### src/rtl/mem_arbiter.sv
// Single-outstanding arbiter sharing one variable-latency memory between fetch and data ports.
// Data requests win ties. Optional ISSUE timeout is enabled by defining MEM_ARB_TIMEOUT_EN.
module mem_arbiter #(
    parameter int TIMEOUT = 255,
    parameter int CNT_W   = 8
) (
    input  logic        clk,
    input  logic        reset,
    input  logic        if_req,
    input  logic [31:0] if_addr,
    output logic [31:0] if_rdata,
    output logic        if_ready,
    input  logic        d_req,
    input  logic        d_we,
    input  logic [31:0] d_addr,
    input  logic [31:0] d_wdata,
    output logic [31:0] d_rdata,
    output logic        d_ready,
    output logic        stall_f,
    output logic        stall_m,
    output logic        mem_req,
    output logic        mem_we,
    output logic [31:0] mem_addr,
    output logic [31:0] mem_wdata,
    input  logic [31:0] mem_rdata,
    input  logic        mem_ack,
    output logic        err
);

    typedef enum logic [1:0] {IDLE, ISSUE, RESP} stateT;

    // The counter must be able to hold TIMEOUT-1.
    if (TIMEOUT < 1 || 64'(TIMEOUT) >= (64'(1) << CNT_W)) begin : cfgCheck
        $error("mem_arbiter: TIMEOUT must be in 1 .. 2**CNT_W-1");
    end

    stateT       stateReg, stateNext;
    logic        ownerReg, ownerNext;   // 0 = fetch, 1 = data
    logic        memWeReg, memWeNext;
    logic [31:0] memAddrReg, memAddrNext;
    logic [31:0] memWdataReg, memWdataNext;
    logic [31:0] ifRdataReg, ifRdataNext;
    logic [31:0] dRdataReg, dRdataNext;

`ifdef MEM_ARB_TIMEOUT_EN
    localparam logic [CNT_W-1:0] TIMEOUT_LAST = CNT_W'(TIMEOUT - 1);
    logic [CNT_W-1:0] cntReg, cntNext;
    logic             errReg, errNext;
`endif

    always_ff @(posedge clk or negedge reset) begin
        if (!reset) begin
            stateReg    <= IDLE;
            ownerReg    <= 1'b0;
            memWeReg    <= 1'b0;
            memAddrReg  <= '0;
            memWdataReg <= '0;
            ifRdataReg  <= '0;
            dRdataReg   <= '0;
`ifdef MEM_ARB_TIMEOUT_EN
            cntReg      <= '0;
            errReg      <= 1'b0;
`endif
        end else begin
            stateReg    <= stateNext;
            ownerReg    <= ownerNext;
            memWeReg    <= memWeNext;
            memAddrReg  <= memAddrNext;
            memWdataReg <= memWdataNext;
            ifRdataReg  <= ifRdataNext;
            dRdataReg   <= dRdataNext;
`ifdef MEM_ARB_TIMEOUT_EN
            cntReg      <= cntNext;
            errReg      <= errNext;
`endif
        end
    end

    always_comb begin
        stateNext    = stateReg;
        ownerNext    = ownerReg;
        memWeNext    = memWeReg;
        memAddrNext  = memAddrReg;
        memWdataNext = memWdataReg;
        ifRdataNext  = ifRdataReg;
        dRdataNext   = dRdataReg;
`ifdef MEM_ARB_TIMEOUT_EN
        cntNext      = cntReg;
        errNext      = 1'b0;
`endif
        case (stateReg)
            IDLE: begin
                if (d_req) begin
                    ownerNext    = 1'b1;
                    memWeNext    = d_we;
                    memAddrNext  = d_addr;
                    memWdataNext = d_wdata;
                    stateNext    = ISSUE;
`ifdef MEM_ARB_TIMEOUT_EN
                    cntNext      = '0;
`endif
                end else if (if_req) begin
                    ownerNext    = 1'b0;
                    memWeNext    = 1'b0;
                    memAddrNext  = if_addr;
                    stateNext    = ISSUE;
`ifdef MEM_ARB_TIMEOUT_EN
                    cntNext      = '0;
`endif
                end
            end
            ISSUE: begin
                // An ack in the final timeout cycle still completes normally.
                if (mem_ack) begin
                    stateNext = RESP;
                    if (!memWeReg) begin
                        if (ownerReg) dRdataNext  = mem_rdata;
                        else          ifRdataNext = mem_rdata;
                    end
                end
`ifdef MEM_ARB_TIMEOUT_EN
                else if (cntReg == TIMEOUT_LAST) begin
                    stateNext = RESP;
                    errNext   = 1'b1;
                end else begin
                    cntNext = cntReg + 1'b1;
                end
`endif
            end
            RESP:    stateNext = IDLE;
            default: stateNext = IDLE;
        endcase
    end

    assign mem_req   = (stateReg == ISSUE);
    assign mem_we    = memWeReg;
    assign mem_addr  = memAddrReg;
    assign mem_wdata = memWdataReg;
    assign if_rdata  = ifRdataReg;
    assign d_rdata   = dRdataReg;
    assign if_ready  = (stateReg == RESP) && !ownerReg;
    assign d_ready   = (stateReg == RESP) && ownerReg;
    assign stall_f   = if_req & ~if_ready;
    assign stall_m   = d_req & ~d_ready;

`ifdef MEM_ARB_TIMEOUT_EN
    assign err = errReg;
`else
    assign err = 1'b0;
`endif

endmodule

### config.mk
export PLATFORM = sky130hd
export DESIGN_NAME = mem_arbiter
export DESIGN_NICKNAME = d
export VERILOG_FILES = /design/src/rtl/mem_arbiter.sv
export SDC_FILE = /design/constraint.sdc
export NUM_CORES = 1
export LEC_CHECK = 0
export CAP_MARGIN = 10
export CORE_UTILIZATION = 36
export CTS_CLUSTER_DIAMETER = 30
export DETAILED_ROUTE_END_ITERATION = 10
export GPL_TIMING_DRIVEN = 1
export PLACE_DENSITY = 0.79
export SLEW_MARGIN = 40
export SYNTH_ARGS = -nofsm -noshare
export SYNTH_HDL_FRONTEND = slang
export SYNTH_SLANG_ARGS = --single-unit
### constraint.sdc
create_clock -name clk -period 2.05 [get_ports clk]
set_input_delay 0.205 -clock clk [delete_from_list [all_inputs] [get_ports clk]]
set_output_delay 0.205 -clock clk [all_outputs]
set_load 0.005 [all_outputs]
==> results of run 1 <==
-- flip-flops by register name, summed over array words and instances (netlist names) --
signal,count
if_rdata,32
ownerReg,1
stateReg,2
d_rdata,32
mem_addr,32
mem_wdata,32
mem_we,1
-- cells in the mapped netlist (all sizes together) --
cell    number  area (sq um)
a21o         1         7.510
o21a         1         7.510
dfrtp      132          3303
nand2b       1         6.260
buf         18         120.1
nor2         1         3.750
and2         1         6.260
and3b        2         18.77
nand2        1         3.750
nand3b       1         7.510
conb         1         3.750
o21ai        2         10.01
a22o         1         8.760
nor2b        2         12.51
mux2       160          1802
nor3b        2         26.28
inv          1         3.750
-- worst max-delay path by stage --
stage | end | slack (ns) | cells after the start
finish | stall_m | 0.13 | 3
global route | stall_m | 0.07 | 3
CTS | if_ready | 0.04 | 2
detailed placement | mem_wdata[14]$_DFFE_PN0P_ | 0.20 | 5
global placement | if_rdata[12]$_DFFE_PN0P_ | 0.24 | 5
floorplan | if_rdata[10]$_DFFE_PN0P_ | 0.51 | 4
-- kinds of logic after synthesis --
kind of cell / after synthesis
buffers and inverters: 19
and+or+nand+nor: 11
muxes: 160
AOI/OAI and AO/OA: 5
DFF: 132
other: 1
-- per-layer routing --
metal,share of wire,track usage,vias to the layer above
li1,-,-,1729
met1,0.37,0.1855,1887
met2,0.52,0.3115,162
met3,0.10,0.08562,10
met4,0.013,0.05804,0
met5,0,0,-
-- repair_timing --
| item | CTS | global route |
|---|---|---|
| setup endpoints to repair | 0 | 1 |
| buffers inserted | 0 | 0 |
| resized for setup | 0 | 1 |
| endpoints found under the hold margin | 42 | 0 |
| hold buffers | 1 | 0 |
-- cell usage in the layout (no fill, tap or decap), types with 2 or more instances in the layout --
cell type        synthesis  layout
clkdlybuf4s50_1          0     266
buf_4                    5       3
nor2b_1                  2       2
clkbuf_16                0      17
buf_12                   0       7
dfrtp_1                132     132
o21ai_0                  2       2
clkinvlp_4               0       2
mux2_2                 158     158
mux2_1                   2       2
bufinv_16                0       2
clkinv_4                 0       2
clkbuf_1                 0       5
-- worst register-to-register path, stage by stage, from the launching register on --
cell     delay (ns)
dfrtp_1        0.40
and3b_2        0.26
nor3b_4        0.22
buf_12         0.24
mux2_2         0.39
-- power groups by stage --
| stage | logic, mW | clock network, mW | registers (mW) |
|---|---|---|---|
| after floorplan | 1.92 | 0 | 4.73 |
| after global placement | 5.35 | 0 | 4.62 |
| after detailed placement | 5.49 | 0 | 4.70 |
| after CTS | 5.52 | 2.95 | 4.68 |
| after global routing | 5.83 | 3.06 | 4.84 |
| final | 5.43 | 2.88 | 4.66 |
-- stage by stage --
stage / util / cell area, sq um / worst slack, ns / hold slack, ns
floorplan: - / 5351 / 0.5091 / -0.09059
global placement: 0.5702 / 8287 / 0.2408 / 0.2445
detailed placement: 0.5702 / 8287 / 0.2000 / 0.2600
CTS: 0.6093 / 8856 / 0.03955 / 0.3582
global route: 0.6097 / 8861 / 0.06735 / 0.3914
finish: 0.6097 / 8861 / 0.1324 / 0.3533
-- area by class of cell --
| class | instances | area share |
|---|---|---|
| repair buffers | 277 | 0.3200 |
| clock inverters | 7 | 0.01144 |
| well taps | 184 | 0.02598 |
| inverters | 1 | 0.0004236 |
| clock buffers | 23 | 0.05168 |
| multi-input cells | 177 | 0.2177 |
| flip-flops and latches | 132 | 0.3728 |
==> results by group, run 1 <==
Status
  • Run status: finished, final reports clean

Synthesis
  • Yosys warnings: 0
  • Post-synthesis compound-gate area fraction: 0.006313
  • Post-synth net total: 462
  • Post-Syn Instances: 328
  • Synth Area in Adders: 0
  • Register area share after synthesis: 0.6173
  • Syn avg cell area: 16.32 sq um
  • Post-synth cell types: 23
  • Post-synthesis simple-gate area fraction: 0.01590
  • Post-Synth XOR/XNOR Area: 0
  • Post-synthesis mux area share: 0.3367
  • Mapped Area: 5351 sq um
  • Largest family of logic cells by synthesized area: multiplexers
  • FF+latch count, synth: 132

Timing
  • Slew at the pin closest to its max-slew limit: 0.6048 ns
  • RSZ-0062 raised after global routing: no
  • Fin crit share: 0.9354
  • Final setup violation count: 0
  • Fin Setup TNS: 0 ns
  • Final hold violations: 0
  • Setup Skew: 0.008327 ns
  • Min Tclk post-route: 1.918 ns
  • Slew Limit Fails: 0
  • Slew Limit Headroom: 0.5968
  • Peak Freq: 0.5215 GHz

Power and ir drop
  • Maximum vdd drop: 1.060 mV
  • Cell internal pwr: 9.591 mW
  • PwrDens: 1463 nW/um^2
  • Leak: 3.639 nW
  • Sequential share of power: 0.359
  • Sw frac: 0.2603
  • Final total power: 12.97 mW
  • Switching pwr: 3.375 mW
  • Logic pwr share: 0.418
  • Clk pwr share: 0.222

Layout
  • Layout Nets: 740
  • Diodes inserted: 0
  • FILL cells: 1,123
  • P&R area growth vs syn: 65.58%
  • Share of cells above drive strength 1: 0.3177
  • Fin cells: 801
  • Register area: 3303 sq um
  • Area of the multi-input gates: 1929 sq um

Worst setup path
  • Crit path launch: ownerReg$_DFFE_PN0P_
  • Critical Path AT: 1.71 ns
  • CP endpoint kind: primary output
  • CP Cell Sequence: and3b_1 > nor2b_1 > clkdlybuf4s50_1
  • Worst reg2reg path endpoint: if_rdata[9]$_DFFE_PN0P_
  • Setup CP Type: reg2out
  • R2r setup slk: 0.43 ns
  • Crit path max-delay family: buffers and inverters
  • R2R cell count: 4
  • Worst path required time: 1.85 ns
  • CP max FO: 5
  • Crit path buf inv count: 1
  • Critical R2R Launch: stateReg[1]$_DFFE_PN0P_
  • Worst setup SP type: register
  • Slowest stage delay, CP: 0.51 ns
  • Slowest stage cell, crit path: clkdlybuf4s50_1

Die
  • Io pins: 269
  • Core region area: 14,530 sq um
  • Vert. Die Dim: 123.9 um
  • Die width: 123.9 um
  • Row Count: 44
  • Initial core utilization: 0.3682
  • Die ar.: 15,360 sq um

Global route
  • GRT Total Usage: 0.1775
  • GR Overflow Total: 0
  • Wire length of the first global-routing pass: 20.10 mm
  • Largest net degree at the start of global routing: 46
  • Initial antenna violation count: 0
  • Vias in the first global route: 4,075

Routing
  • 1st-iter DRT viols: 84
  • DR WL/cell: 16.74 um
  • Pre-antenna DRT Iters: 4
  • DR DRC count: 0
  • Via count: 3,788
  • Vias per cell: 4.729
  • Final wirelength: 13.41 mm
  • Antenna viol nets, final: 0

Worst hold path
  • Hold Path Class: in2async

CTS
  • Clk_lat worst skew: 0.41 ns
  • Root buf cell: clkbuf_16
  • Clock Tree Buf Depth: 2
  • H-tree depth: 4
  • CTS sink count: 132
  • CTS Buf Count: 17
  • CTS tree: done
  • Reg clk slew, reported paths: 0.06 ns

Placement
  • Dpl cells: 770
  • HPWL after DPL: 9.858 mm
  • Placer Congestion: 0.7319
  • Port buffer count: 267

Flow run
  • Max Cap Viol: 0
No activity file was read; power rests on OpenSTA's default activity.
==> inputs of run 2 (changes only) <==
- ABC_AREA: default -> 1
- CTS_CLUSTER_DIAMETER: 30 -> default
- PLACE_DENSITY: 0.79 -> 0.78
==> run 2 against run 1 <==
  * Non-clock buffer count is 8 higher
  * Clock skew about the same
  * First-iteration DRC count grew to 3.6 times the previous value
==> results by group, run 2 <==
Routing
  • Final wirelength: 16.58 mm
  • Via count: 5,411
  • DR WL/cell: 14.13 um
  • Vias per cell: 4.613
  • Antenna viol nets, final: 0
  • Metal3 WL: 1.276 mm
  • DR DRC count: 0
  • 1st-iter DRT viols: 304
  • DR WL met2: 7.996 mm
  • WL met1: 6.974 mm
  • Top layer in use: met4
  • Pre-antenna DRT Iters: 4

Layout
  • Share of cells above drive strength 1: 0.06133
  • Diodes inserted: 0
  • Cell area after layout: 9153 sq um
  • P&R area growth vs syn: 62.23%
  • FILL cells: 1,317
  • Most frequent cells in the layout: 360 x nand2_1, 264 x clkdlybuf4s50_1, 131 x dfrtp_1, 39 x inv_1, 36 x nand3_1
  • Layout Nets: 1,083
  • Commonest non-fill, non-tap cell in the layout: nand2_1

CTS
  • CTS Buf Count: 17
  • Clk_lat worst skew: 0.42 ns
  • H-tree depth: 4
  • Root buf cell: clkbuf_16
  • Postcts setup bufs: 0
  • Reg clk slew, reported paths: 0.06 ns
  • CTS sink count: 132
  • Clock Tree Buf Depth: 2
  • CTS tree: done

Placement
  • Worst slack at placement: 0.3156 ns
  • Placed standard-cell area: 8528 sq um
  • Port buffer count: 267
  • HPWL after DPL: 11.72 mm
  • Placer Congestion: 0.8193

Timing
  • Fin crit share: 0.9783
  • RSZ-0062 raised after global routing: yes
  • Final setup violation count: 0
  • Slew Limit Fails: 0
  • Final hold violations: 0
  • Final setup margin: 0.04455 ns
  • Min Tclk post-route: 2.005 ns
  • Fin Setup TNS: 0 ns
  • Peak Freq: 0.4986 GHz
  • Setup Skew: 0.008512 ns
  • Hold slack: 0.2477 ns

Worst setup path
  • Slowest stage delay, CP: 0.46 ns
  • Crit path buf inv count: 3
  • CP max FO: 4
  • R2R cell count: 6
  • Critical Path AT: 1.80 ns
  • Crit. path cell count: 5
  • Setup CP Type: reg2out
  • Slowest stage cell, crit path: clkdlybuf4s50_1
  • CP endpoint kind: primary output
  • Crit path max-delay family: buffers and inverters
  • Worst path required time: 1.85 ns
  • Worst setup SP type: register
  • CP Cell Sequence: inv_2 > nand2_1 > o21ai_0 > inv_1 > clkdlybuf4s50_1

Global route
  • GRT Total Usage: 0.2158
  • Initial antenna violation count: 0
  • Largest net degree at the start of global routing: 52
  • GR Overflow Total: 0
  • Wire length of the first global-routing pass: 26.92 mm
  • Vias in the first global route: 5,344

Synthesis
  • Top-count cell post-synth: nand2_1
  • Register area share after synthesis: 0.5855
  • Top cells by count, synth: 360 x nand2_1, 132 x dfrtp_1, 39 x inv_1
  • Yosys warnings: 0
  • Syn avg cell area: 8.200 sq um
  • Area leader, netlist: dfrtp_1
  • Post-synth cell types: 17
  • Async SR Flop Fraction: 1.000
  • Synth top area cells: dfrtp_1 59%, nand2_1 24%, nand4_1 3.5%
  • Area share of the largest cell type after synthesis: 0.5855
  • Post-synth net total: 822
  • Post-Syn Instances: 688
  • EDFF count, synth: 0
  • Post-synth top flop: dfrtp_1
  • FF+latch count, synth: 132
  • Mapped Area: 5642 sq um

Power and ir drop
  • Switching pwr: 4.225 mW
  • Maximum vdd drop: 0.6826 mV
  • Logic pwr share: 0.409
  • Sw frac: 0.3264
  • Sequential share of power: 0.350
  • Cell internal pwr: 8.720 mW
  • Clk pwr share: 0.241
  • PwrDens: 1414 nW/um^2
  • Leak: 4.544 nW

Die
  • Core region area: 15,260 sq um
  • Vert. Die Dim: 127.2 um
  • Initial core utilization: 0.3697
  • Die ar.: 16,180 sq um
  • Row Count: 45
  • Io pins: 269
  • Die width: 127.2 um

Status
  • Run status: finished, final reports clean

Flow run
  • Max Cap Viol: 0

Worst hold path
  • Worst hold stages: 3
  • Hold Path Class: in2reg
run 2: cell type report:
type	count	area [sq um]	area share
flip-flops and latches	132	3304	0.3610
repair buffers	285	2846	0.3110
multi-input cells	473	1977	0.2160
clock buffers	20	456.7	0.04990
well taps	211	264.0	0.02884
clock inverters	12	153.9	0.01681
inverters	40	150.1	0.01640
run 2: cells by family (layout without fill, tap and decap cells):
kind of cell | Yosys count | in the layout | synth area share
flip-flops | 132 | 132 | 0.5855
buffers and inverters | 83 | 357 | 0.06454
AO/OA/AOI/OAI | 36 | 36 | 0.03305
AND/OR/NAND/NOR | 436 | 436 | 0.3163
other | 1 | 1 | 0.0006647
run 2: path summary, 6_finish.rpt:
path / endpoint / from / slack (ns)
min reg2reg: d_rdata[14]$_DFFE_PN0P_ / d_rdata[14]$_DFFE_PN0P_ / 0.47
min in group asynchronous: d_rdata[11]$_DFFE_PN0P_ / reset / 0.30
max: stall_m / stateReg[0]$_DFFE_PN0P_ / 0.04
max reg2reg: mem_addr[3]$_DFFE_PN0P_ / stateReg[0]$_DFFE_PN0P_ / 0.35
max in group asynchronous: stateReg[1]$_DFFE_PN0P_ / reset / 1.11
min: mem_wdata[23]$_DFFE_PN0P_ / d_req / 0.25
run 2: layer usage:
| layer | track usage | vias to the layer above |
|---|---|---|
| li1 | - | 2680 |
| met1 | 0.2610 | 2484 |
| met2 | 0.3597 | 223 |
| met3 | 0.06658 | 24 |
| met4 | 0.08613 | 0 |
| met5 | 0 | - |
run 2: timing repair:
item                                    in CTS  in global routing
hold buffers                                 1                  0
hold endpoints to repair                    48                  0
gates resized for setup                      0                  2
endpoints found under the setup margin       0                  4
run 2: tightest hold or removal path: cells and delay by family:
kind / cells / cell delay, ns
simple gates: 2 / 0.18
buf+inv: 1 / 0.23
run 2: stage by stage:
step           cells  total power [mW]  utilization
6_report        1173             12.94       0.5998
5_1_grt         1173             13.85       0.5998
4_1_cts         1173             13.07       0.5996
3_5_place_dp    1140             9.871       0.5589
3_3_place_gp    1140             9.764       0.5589
2_1_floorplan    688             6.508            -
run 2: power groups by stage:
stage / logic (mW) / registers (mW) / clock network (mW)
global placement: 5.25 / 4.52 / 0
CTS: 5.36 / 4.53 / 3.18
finish: 5.29 / 4.53 / 3.12
global route: 5.88 / 4.68 / 3.29
floorplan: 1.93 / 4.58 / 0
detailed placement: 5.35 / 4.53 / 0
==> inputs of run 3 (changes only) <==
- RECOVER_POWER: default -> 50
==> run 3 against run 2 <==
  * Clock power is essentially flat
  * Register-to-register slack is essentially flat
  * Cell area shrank 0.26%
  * Clock-buffer cell count is the same
  * Largest cell class unchanged
  * Largest power group unchanged
==> results by group, run 3 (same netlist as run 2, synthesis figures left out) <==
Worst setup path
  • CP endpoint kind: primary output
  • Worst path required time: 1.85 ns
  • Worst setup SP type: register
  • CP max FO: 4
  • Setup CP Type: reg2out
  • Critical Path AT: 1.80 ns

Routing
  • Antenna viol nets, final: 0
  • Final wirelength: 16.58 mm
  • DR DRC count: 0
  • DR WL/cell: 14.14 um
  • Pre-antenna DRT Iters: 4
  • Vias per cell: 4.609
  • 1st-iter DRT viols: 301
  • Via count: 5,406

Timing
  • Peak Freq: 0.4988 GHz
  • Final setup margin: 0.04517 ns
  • Fin crit share: 0.9780
  • RSZ-0062 raised after global routing: yes
  • Fin Setup TNS: 0 ns
  • Final setup violation count: 0
  • Slew Limit Headroom: 0.1667
  • Setup Skew: 0.01038 ns
  • Min Tclk post-route: 2.005 ns
  • Slew at the pin closest to its max-slew limit: 1.250 ns
  • Final hold violations: 0
  • Slew Limit Fails: 0

CTS
  • CTS sink count: 132
  • Clk_lat worst skew: 0.42 ns
  • H-tree depth: 4
  • Reg clk slew, reported paths: 0.06 ns
  • Postcts setup bufs: 0
  • Root buf cell: clkbuf_16
  • CTS Buf Count: 17
  • CTS tree: done
  • Clock Tree Buf Depth: 2

Global route
  • Largest net degree at the start of global routing: 52
  • Initial antenna violation count: 0
  • GR Overflow Total: 0
  • Wire length of the first global-routing pass: 26.92 mm
  • GRT Total Usage: 0.2158
  • Vias in the first global route: 5,344

Die
  • Die ar.: 16,180 sq um
  • Vert. Die Dim: 127.2 um
  • Die width: 127.2 um
  • Initial core utilization: 0.3697
  • Core region area: 15,260 sq um
  • Row Count: 45
  • Io pins: 269

Worst hold path
  • Hold Path Class: in2reg

Power and ir drop
  • PwrDens: 1418 nW/um^2
  • Final total power: 12.94 mW
  • Maximum vdd drop: 0.6831 mV
  • Leak: 4.536 nW

Layout
  • P&R area growth vs syn: 61.81%
  • Most frequent cells in the layout: 360 x nand2_1, 263 x clkdlybuf4s50_1, 131 x dfrtp_1, 39 x inv_1, 36 x nand3_1
  • Share of cells above drive strength 1: 0.06133
  • Diodes inserted: 0
  • Cell area after layout: 9129 sq um
  • Commonest non-fill, non-tap cell in the layout: nand2_1
  • FILL cells: 1,321
  • Layout Nets: 1,083
  • Fin cells: 1,173

Placement
  • Dpl cells: 1,140
  • Placer Congestion: 0.8193
  • Port buffer count: 267
  • Worst slack at placement: 0.3156 ns
  • HPWL after DPL: 11.72 mm
  • Placed standard-cell area: 8528 sq um

Flow run
  • Max Cap Viol: 0

Status
  • Run status: finished, final reports clean
==> run 3: changes by cell type in the layout (fill, tap and decap cells not counted), sizes merged <==
cell           before  now
buf                19   18
clkbuf             20   21
dlygate4sd3         1    2
clkdlybuf4s50     264  263
==> run 3: stage by stage <==
step | hold slack (ns) | util
floorplan | -0.09059 | -
global placement | 0.1846 | 0.5589
detailed placement | 0.1826 | 0.5589
CTS | 0.2253 | 0.5996
global route | 0.2357 | 0.5983
finish | 0.2490 | 0.5983
==> run 3: worst paths after layout <==
check	slack, ns	cells after the start	startpoint	to
setup / recovery	0.05	5	stateReg[0]$_DFFE_PN0P_	stall_m
min in group asynchronous	0.60	2	reset	d_rdata[11]$_DFFE_PN0P_
max in group asynchronous	0.42	3	reset	stateReg[1]$_DFFE_PN0P_
setup reg to reg	0.34	6	stateReg[1]$_DFFE_PN0P_	mem_addr[3]$_DFFE_PN0P_
hold reg to reg	0.47	2	d_rdata[14]$_DFFE_PN0P_	d_rdata[14]$_DFFE_PN0P_
hold / removal	0.25	3	d_req	mem_wdata[29]$_DFFE_PN0P_
==> run 3: layout make-up <==
type | instances | area, sq um | area share
clock buffers | 20 | 456.7 | 0.05003
clock inverters | 12 | 153.9 | 0.01686
inverters | 40 | 150.1 | 0.01645
multi-input cells | 473 | 1977 | 0.2166
flip-flops and latches | 132 | 3304 | 0.3620
well taps | 211 | 264.0 | 0.02892
repair buffers | 285 | 2823 | 0.3092
==> run 3: critical path, stage by stage, from the launching register on <==
cell             delay, ns
dfrtp_1               0.43
inv_2                 0.11
nand2_1               0.15
o21ai_0               0.19
inv_1                 0.05
clkdlybuf4s50_1       0.46
==> run 3: per-layer routing <==
layer,part of all wire,track usage,vias up
met2,0.48,0.3597,202
li1,-,-,2680
met1,0.43,0.2610,2504
met5,0,0,-
met3,0.073,0.06658,20
met4,0.019,0.08613,0
==> run 3: where the power goes <==
group / internal, mW / switching, mW / total [mW]
clock network: 1.98 / 1.15 / 3.12
registers: 3.81 / 0.716 / 4.53
logic: 2.93 / 2.36 / 5.29
total: 8.71 / 4.23 / 12.9
==> run 3: repair_timing <==
action / CTS / global route
hold buffers: 1 / 0
setup endpoints to repair: 0 / 4
resized for setup: 0 / 2
endpoints found under the hold margin: 48 / 0
